### config.mk
export PLATFORM = sky130hd
export DESIGN_NAME = aes_stream_if
export DESIGN_NICKNAME = d
export VERILOG_FILES = /design/src/rtl/aes_pkg.sv /design/src/rtl/aes_word_pack.sv /design/src/rtl/aes_stream_if.sv
export SDC_FILE = /design/constraint.sdc
export NUM_CORES = 1
export LEC_CHECK = 0
export BUFFER_PORTS_ARGS = -buffer_cell sky130_fd_sc_hd__buf_2
export CAP_MARGIN = 5
export CORE_AREA = 2 2 233 235
export CTS_CLUSTER_DIAMETER = 150
export CTS_CLUSTER_SIZE = 24
export DETAILED_ROUTE_END_ITERATION = 12
export DIE_AREA = 0 0 235 237
export PLACE_DENSITY_LB_ADDON = 0.25
export SLEW_MARGIN = 20
export SYNTH_ARGS = -nofsm -noshare
export SYNTH_HDL_FRONTEND = slang
export SYNTH_SLANG_ARGS = --single-unit
### constraint.sdc
create_clock -name clk -period 2.1 [get_ports clk]
set_input_delay 0.42 -clock clk [delete_from_list [all_inputs] [get_ports clk]]
set_output_delay 0.42 -clock clk [all_outputs]
set_load 0.01 [all_outputs]
### src/rtl/aes_pkg.sv
// Shared types for the AES host stream front end and its control interface to aes_top.
package aes_pkg;

  typedef logic [31:0]  aes_32;
  typedef logic [127:0] aes_128;

  typedef enum logic [1:0] {
    OP_NOP     = 2'd0,
    OP_KEY_GEN = 2'd1,
    OP_ENC     = 2'd2
  } opcode;

  typedef enum logic [2:0] {
    ST_IDLE      = 3'd0,
    ST_KEY_START = 3'd1,
    ST_KEY_WAIT  = 3'd2,
    ST_COLLECT   = 3'd3,
    ST_ENC_START = 3'd4,
    ST_ENC_WAIT  = 3'd5,
    ST_DRAIN     = 3'd6
  } if_state_e;

endpackage

### src/rtl/aes_word_pack.sv
// 4x32 shift register with a word counter; shifts toward the MSB so the first word lands in [127:96].
// Same-cycle update on clear/load/shift; the caller owns all flow control.
module aes_word_pack
  import aes_pkg::*;
(
  input  logic         clk,
  input  logic         rst,
  input  logic         clr_i,
  input  logic         load_i,
  input  logic [127:0] load_dat_i,
  input  logic         shift_i,
  input  logic [31:0]  shift_dat_i,
  output logic [127:0] blk_o,
  output logic [1:0]   cnt_o
);

  aes_128     blk_q, blk_d;
  logic [1:0] cnt_q, cnt_d;

  always_comb begin
    blk_d = blk_q;
    cnt_d = cnt_q;
    if (clr_i) begin
      blk_d = '0;
      cnt_d = '0;
    end else if (load_i) begin
      blk_d = load_dat_i;
      cnt_d = '0;
    end else if (shift_i) begin
      blk_d = {blk_q[95:0], shift_dat_i};
      cnt_d = cnt_q + 2'd1;
    end
  end

  always_ff @(posedge clk) begin
    if (rst) begin
      blk_q <= '0;
      cnt_q <= '0;
    end else begin
      blk_q <= blk_d;
      cnt_q <= cnt_d;
    end
  end

  assign blk_o = blk_q;
  assign cnt_o = cnt_q;

endmodule

### src/rtl/aes_stream_if.sv
// Host front end for aes_top: packs 4x32 plaintext words, runs key gen then one encrypt per block, unpacks ciphertext.
// start_o follows the 4th input word by one cycle (more while busy_i); input stalls until the block has fully drained.
module aes_stream_if
  import aes_pkg::*;
#(
  parameter int unsigned TIMEOUT_CYCLES = 64,
  parameter int unsigned CNT_W          = $clog2(TIMEOUT_CYCLES + 1)
) (
  input  logic         clk,
  input  logic         rst,
  input  logic [127:0] key_i,
  input  logic         key_load_i,
  output logic         cfg_ready_o,
  input  logic [31:0]  s_data_i,
  input  logic         s_valid_i,
  output logic         s_ready_o,
  output logic [31:0]  m_data_o,
  output logic         m_valid_o,
  input  logic         m_ready_i,
  output opcode        opcode_o,
  output logic         start_o,
  output logic [127:0] key_o,
  output logic [127:0] plain_text_o,
  input  logic         busy_i,
  input  logic         key_ready_i,
  input  logic         cipher_ready_i,
  input  logic [127:0] cipher_i,
  output logic         key_valid_o,
  output logic         err_o
);

  if_state_e        state_q, state_d;
  aes_128           key_q, key_d;
  logic             key_valid_q, key_valid_d;
  logic             err_q, err_d;
  logic [CNT_W-1:0] wdog_q, wdog_d;

  aes_128     in_blk, out_blk;
  logic [1:0] in_cnt, out_cnt;
  logic       in_shift, out_load, out_shift, key_accept;
  logic       in_wait, wdog_last, key_timeout, enc_timeout;
  logic       unused_out_tail;

  assign key_accept  = cfg_ready_o && key_load_i;
  assign in_shift    = s_valid_i && s_ready_o;
  assign out_load    = (state_q == ST_ENC_WAIT) && cipher_ready_i;
  assign out_shift   = m_valid_o && m_ready_i;

  // The start cycle counts toward the budget, so err_o rises TIMEOUT_CYCLES cycles after start_o.
  assign in_wait     = (state_q == ST_KEY_WAIT) || (state_q == ST_ENC_WAIT);
  assign wdog_last   = (wdog_q <= CNT_W'(1));
  assign key_timeout = (state_q == ST_KEY_WAIT) && !key_ready_i && wdog_last;
  assign enc_timeout = (state_q == ST_ENC_WAIT) && !cipher_ready_i && wdog_last;

  aes_word_pack u_in_pack (
    .clk         (clk),
    .rst         (rst),
    .clr_i       (state_q == ST_KEY_START),
    .load_i      (1'b0),
    .load_dat_i  ('0),
    .shift_i     (in_shift),
    .shift_dat_i (s_data_i),
    .blk_o       (in_blk),
    .cnt_o       (in_cnt)
  );

  aes_word_pack u_out_pack (
    .clk         (clk),
    .rst         (rst),
    .clr_i       (1'b0),
    .load_i      (out_load),
    .load_dat_i  (cipher_i),
    .shift_i     (out_shift),
    .shift_dat_i ('0),
    .blk_o       (out_blk),
    .cnt_o       (out_cnt)
  );

  always_ff @(posedge clk) begin
    if (rst) state_q <= ST_IDLE;
    else     state_q <= state_d;
  end

  always_comb begin
    state_d = state_q;
    case (state_q)
      ST_IDLE: begin
        if (key_load_i)       state_d = ST_KEY_START;
        else if (key_valid_q) state_d = ST_COLLECT;
      end
      ST_KEY_START: state_d = ST_KEY_WAIT;
      ST_KEY_WAIT: begin
        if (key_ready_i)      state_d = ST_COLLECT;
        else if (key_timeout) state_d = ST_IDLE;
      end
      ST_COLLECT: begin
        if (key_accept)                         state_d = ST_KEY_START;
        else if (in_shift && in_cnt == 2'd3)    state_d = ST_ENC_START;
      end
      ST_ENC_START: begin
        if (!busy_i) state_d = ST_ENC_WAIT;
      end
      ST_ENC_WAIT: begin
        if (cipher_ready_i)   state_d = ST_DRAIN;
        else if (enc_timeout) state_d = ST_IDLE;
      end
      ST_DRAIN: begin
        if (out_shift && out_cnt == 2'd3) state_d = ST_COLLECT;
      end
      default: state_d = ST_IDLE;
    endcase
  end

  always_comb begin
    opcode_o    = OP_NOP;
    start_o     = 1'b0;
    cfg_ready_o = 1'b0;
    s_ready_o   = 1'b0;
    m_valid_o   = 1'b0;
    case (state_q)
      ST_IDLE: cfg_ready_o = 1'b1;
      ST_KEY_START: begin
        opcode_o = OP_KEY_GEN;
        start_o  = 1'b1;
      end
      ST_COLLECT: begin
        // A key load at a block boundary takes priority over the data word.
        cfg_ready_o = (in_cnt == 2'd0);
        s_ready_o   = !((in_cnt == 2'd0) && key_load_i);
      end
      ST_ENC_START: begin
        opcode_o = OP_ENC;
        start_o  = !busy_i;
      end
      ST_DRAIN: m_valid_o = 1'b1;
      default: ;
    endcase
  end

  always_comb begin
    key_d       = key_q;
    key_valid_d = key_valid_q;
    err_d       = err_q | key_timeout | enc_timeout;
    wdog_d      = wdog_q;
    if (key_accept) key_d = key_i;
    if (state_q == ST_KEY_START)                    key_valid_d = 1'b0;
    else if (state_q == ST_KEY_WAIT && key_ready_i) key_valid_d = 1'b1;
    if (start_o)                       wdog_d = CNT_W'(TIMEOUT_CYCLES - 1);
    else if (in_wait && wdog_q != '0)  wdog_d = wdog_q - CNT_W'(1);
  end

  always_ff @(posedge clk) begin
    if (rst) begin
      key_q       <= '0;
      key_valid_q <= 1'b0;
      err_q       <= 1'b0;
      wdog_q      <= '0;
    end else begin
      key_q       <= key_d;
      key_valid_q <= key_valid_d;
      err_q       <= err_d;
      wdog_q      <= wdog_d;
    end
  end

  assign key_o           = key_q;
  assign plain_text_o    = in_blk;
  assign m_data_o        = out_blk[127:96];
  assign key_valid_o     = key_valid_q;
  assign err_o           = err_q;
  assign unused_out_tail = ^out_blk[95:0];

endmodule

==> Word-level counts from Yosys, hierarchy flattened <==
Index checks and enable logic that the tools add are counted.
{ "word_totals": {"regBits": 400, "latch_bits": 0, "mem_bits_rw": 0, "mem_bits_ro": 0, "inputBits": 296, "n_memories": 0} }
{ "classes": {"n_addsub": 3, "n_mul": 0, "n_div": 0, "order_cmp": 1, "n_eq_ne": 14, "shift": 0, "mux": 20, "bitwise": 2, "n_reduce_logical": 27} }
{ "ops": {"columns": ["cell", "count"], "rows": [
  ["$mux 128", 2],
  ["$mux 3", 10],
  ["$pmux 3 s7", 1],
  ["$logic_and 1x1->1", 13],
  ["$mux 6", 2],
  ["$ne 3x3->1 const B", 4],
  ["$eq 3x3->1 const B", 3],
  ["$le 7x1->1 const B", 1],
  ["$reduce_bool 7->1", 1],
  ["$sub 7x1->7 const B", 1],
  ["$eq 3x2->1 const B", 2],
  ["$reduce_and 6->1", 1],
  ["$reduce_or 2->1", 3],
  ["$add 2x1->2 const B", 2],
  ["$eq 2x2->1 const B", 2],
  ["$logic_not 1->1", 4],
  ["$ne 2x2->1 const B", 2],
  ["$pmux 1 s2", 2],
  ["$pmux 2 s2", 1],
  ["$reduce_bool 2->1", 2],
  ["$eq 3x1->1 const B", 1],
  ["$logic_not 3->1", 1],
  ["$logic_not 2->1", 1],
  ["$mux 1", 2],
  ["2 further kinds", 3]
]} }

==> Logic depth before layout (Yosys ltp) <==
{ "logic_depth": {"word_depth": 9, "depth_mapped": 9, "mapped_depth_nobuf": 6} }

==> Hierarchy <==
A second synthesis with hierarchy kept.
{ "hier_totals": {"hier_cells": 1816, "hier_area_um2": 18911.9} }
{ "modules_own_cells": {"columns": ["module", "n_inst", "cells_each", "area_per_inst_um2"], "rows": [
  ["aes_word_pack", 2, 577, 6835.3],
  ["aes_stream_if", 1, 662, 5241.3]
]} }

==> Worst setup path before layout <==
OpenSTA, ideal clock, no wires.
{ "synth_path": {"path_type": "register to output", "start": "reg state_q[0]", "end": "out start_o", "arrival_time_ns": 1.552, "required_ns": 1.680, "slack_ns": 0.128, "stages_incl_launch_ff": 7, "path_buffers": 2, "cell_sequence": "dfxtp_1 -> buf_2 -> clkbuf_1 -> nor3b_1 -> nor2b_1 -> nor2_1 -> inv_1"} }
{ "synth_via": {"elab_chain_cells": 2, "elab_cells_between_ends": 3, "classes_between": "2 x eq/ne; 1 x mux"} }
{ "synth_rtl": {"columns": ["item", "line_no", "source"], "rows": [
  ["from (decl)", "aes_stream_if.sv:32", "if_state_e state_q, state_d;"],
  ["from (signal assigned)", "aes_stream_if.sv:81", "else state_q <= state_d;"],
  ["$eq 3x3->1 / $eq 3x1->1 (equally long branches)", "aes_stream_if.sv:120", "case (state_q)"],
  ["$pmux 1 s2 (*)", "aes_stream_if.sv:120", null],
  ["to (decl)", "aes_stream_if.sv:21", "output logic start_o,"]
]} }
Every way passes the cells marked *; elsewhere a longest branch is shown, timed or not.

==> Worst setup path in the final report <==
{ "layout_path": {"start": "reg state_q[2]", "end": "out opcode_o[0]"} }
{ "layout_via": {"elab_chain_cells": 2, "elab_cells_between_ends": 3, "classes_between": "2 x eq/ne; 1 x mux"} }
{ "layout_rtl": {"columns": ["item", "line_no", "source"], "rows": [
  ["$eq 3x3->1 / $eq 3x1->1 (equally long branches)", "aes_stream_if.sv:120", null],
  ["$pmux 2 s2 (*)", "aes_stream_if.sv:120", null],
  ["to (decl)", "aes_stream_if.sv:20", "output opcode opcode_o,"]
]} }
Marks and branches as above.

==> impl_metrics.sql <==
INSERT INTO impl_metrics (metric_group, metric, value, unit) VALUES
('worst_hold_path', 'hold_path_class', 'in -> reg', ''),
('drt', 'viasPerCell', '4.69', ''),
('finish', 'share_of_post_route_cells_with_drive_strength_above_1', '0.305', ''),
('worst_setup_path', 'setup.worst_path.start_class', 'flop', ''),
('worst_setup_path', 'timing.critical_path.fanout_max', '12', ''),
('worst_setup_path', 'worstSetupPathType', 'reg -> out', ''),
('logic_synthesis', 'yosys-top-cells-count', 'nand2_1, dfxtp_1, a21oi_1', ''),
('floorplanning', 'io_pins', '592', ''),
('sta', 'fin_crit_sh', '0.978', ''),
('logic_synthesis', 'synth_cells', '1807', ''),
('logic_synthesis', 'synth_most_common_cell', 'nand2_1', ''),
('floorplanning', 'die_y', '237', 'microns'),
('clocking', 'buffer_cell_driving_the_clock_tree_root', 'clkbuf_16', ''),
('worst_setup_path', 'critPathRequiredTime', '1680', 'ps'),
('pwr', 'static-leakage-power', '7.87', 'nW'),
('finish', 'finish.cell_count_without_fillers', '2997', ''),
('clocking', 'cts-root-to-sink-buffers', '3', ''),
('logic_synthesis', 'netlist_area', '14700', 'sq um'),
('clocking', 'tritoncts.num_buffers', '20', ''),
('logic_synthesis', 'synth_edf_count', '0', ''),
('sta', 'finalHoldViolCount', '0', ''),
('sta', 'finalCriticalPeriod', '2050', 'ps'),
('logic_synthesis', 'distinct_cell_type_count_of_the_synthesized_netlist', '46', ''),
('drt', 'topRoutingLayerUsed', 'met5', ''),
('logic_synthesis', 'ys_top_cells_by_area', 'dfxtp_1, nand2_1, a21oi_1', ''),
('sta', 'slew_at_the_pin_closest_to_its_max_slew_limit', '742', 'ps'),
('clocking', 'htree_levels', '1', ''),
('finish', 'syn2layout_area_growth', '29.1', '%'),
('pwr', 'power_per_cell_area', '913', 'nW/um^2'),
('floorplanning', 'coreArea', '53300', 'sq um'),
('finish', 'finish.net_count', '2595', ''),
('sta', 'setup_violations', '0', ''),
('global_routing', 'pin_count_of_the_biggest_net_entering_global_routing', '160', ''),
('worst_hold_path', 'worstHoldPathCells', '3', ''),
('worst_setup_path', 'timing.critical_path.arrival', '1630', 'ps'),
('floorplanning', 'dieArea', '55700', 'sq um'),
('sta', 'setup_clock_skew_after_layout', '17.3', 'ps'),
('finish', 'utilization', '0.357', ''),
('pwr', 'vdd.ir_drop.worst', '495', 'uV'),
('placement', 'gpl_congestion', '0.869', ''),
('drt', 'wl_met2', '24200', 'microns'),
('global_routing', 'track_usage', '0.167', ''),
('logic_synthesis', 'postSynthAreaPerCell', '8.16', 'sq um'),
('pwr', 'totalPowerFinal', '17.4', 'mW'),
('logic_synthesis', 'yosysWarnings', '0', ''),
('global_routing', 'grt_first_pass_wirelength', '75500', 'microns'),
('drt', 'route.met3.wl', '3440', 'microns'),
('drt', 'final_antenna_net_count', '0', ''),
('worst_setup_path', 'timing.critical_path.to_type', 'primary output', ''),
('logic_synthesis', 'yosys.area.top_type', 'dfxtp_1', ''),
('clocking', 'cts_tree', 'built', ''),
('drt', 'm1WireLength', '21500', 'microns'),
('global_routing', 'gr-total-overflow', '0', ''),
('worst_setup_path', 'cp_top_family', 'buffers and inverters', ''),
('floorplanning', 'floorplan.die.width', '235', 'microns'),
('drt', 'route.final.wire_length', '50200', 'microns'),
('sta', 'final.setup.tns', '0', 'ps'),
('drt', 'num_vias', '14100', ''),
('worst_setup_path', 'path_common_cell', 'buf_6', ''),
('drt', 'detail_route.first_pass.iterations', '5', ''),
('status', 'status', 'complete, no violations', ''),
('logic_synthesis', 'synth_sequential_area_ratio', '0.543', ''),
('worst_setup_path', 'critical_path.max_stage_delay', '350', 'ps'),
('clocking', 'clock_insertion_delay_worst_skew', '550', 'ps'),
('logic_synthesis', 'synthFlopType', 'dfxtp_1', ''),
('sta', 'slew_violations', '0', ''),
('worst_setup_path', 'critical_path_buf_inv_count', '3', ''),
('clocking', 'worst_setup_hold_path_clk_slew', '110', 'ps'),
('logic_synthesis', 'postSynthRegisterBits', '400', ''),
('floorplanning', 'placementRows', '85', ''),
('worst_setup_path', 'r2r_cells', '7', '');
-- final timing paths --
kind / from / to / slack, ps
worst max register to register: state_q[0]$_SDFFE_PP0P_ / state_q[2]$_SDFFE_PP0P_ / 190
worst min register to register: key_o[116]$_SDFFE_PP0P_ / key_o[116]$_SDFFE_PP0P_ / 450
worst min-delay path: key_i[5] / key_o[5]$_SDFFE_PP0P_ / 100
worst max-delay path: state_q[2]$_SDFFE_PP0P_ / opcode_o[0] / 50
-- power by group --
group          leakage (nW)  internal [mW]  switching, mW  total, mW
sequential             3.24           8.18          0.367       8.55
clock                 0.270           1.84           2.46       4.30
combinational          4.35           1.80           2.74       4.54
total                  7.87           11.8           5.56       17.4
-- repair_timing --
action / in CTS / in global routing
endpoints found under the setup margin: 4 / 6
hold buffers: 0 / 0
buffers inserted: 11 / 2
resized for setup: 21 / 8
pin swaps: 4 / 1
-- per-layer routing --
metal / up-vias / track usage
met5: - / 0
met4: 4 / 0.0418
met3: 49 / 0.0400
met2: 452 / 0.280
met1: 6601 / 0.216
li1: 6957 / -
-- area by class of cell --
| type | count | area [sq um] |
|---|---|---|
| Sequential cell | 400 | 8020 |
| Tap cell | 696 | 871 |
| Timing Repair Buffer | 644 | 3650 |
| Antenna cell | 6 | 15.0 |
| Inverter | 12 | 45.0 |
| Fill cell | 5659 | 34200 |
| Multi-Input combinational cell | 1216 | 5890 |
| Clock inverter | 1 | 8.76 |
| Clock buffer | 22 | 539 |
-- cell usage in the layout, fill, tap and decap left out, types with 6 or more instances in the layout --
master,count
dfxtp_1,395
inv_1,8
buf_4,28
diode_2,6
o21ai_0,8
nor2_1,42
a22oi_1,129
buf_2,590
buf_12,22
a21oi_1,357
clkbuf_16,21
nand2_1,612
-- worst register-to-register path, cell delays in order, from the launching register on --
cell,delay [ps]
dfxtp_4,390
buf_4,160
buf_4,160
and4b_4,250
buf_12,200
a311oi_1,310
nor2_1,60
mux2_1,290
-- metrics by stage --
step | setup slack [ps] | cell area (sq um) | hold WS [ps]
floorplan | 128 | 14700 | 437
global placement | -48.3 | 18300 | 438
detailed placement | -110 | 18300 | 441
CTS | 1.06 | 19000 | 61.5
global route | -11.1 | 19000 | 75.1
finish | 45.5 | 19000 | 98.3
-- registers in the layout, summed over array words and instances, names as in the netlist --
signal,count
err_o,1
key_o,128
key_valid_o,1
state_q,3
u_in_pack.blk_o,128
u_in_pack.cnt_o,2
u_out_pack.blk_o,128
u_out_pack.cnt_o,2
wdog_q,7
-- cells by family (layout without fill, tap and decap cells) --
family / count (synthesis) / count (layout) / share of synthesized area
simple gates: 690 / 690 / 0.182
xor+xnor: 3 / 3 / 0.00178
buf+inv: 191 / 679 / 0.0636
mux: 5 / 5 / 0.00390
fa+ha+maj: 5 / 5 / 0.00424
compound gates: 513 / 513 / 0.201
flops: 400 / 400 / 0.543
other cells: 0 / 6 / 0
No activity file was read; power rests on OpenSTA's default activity.
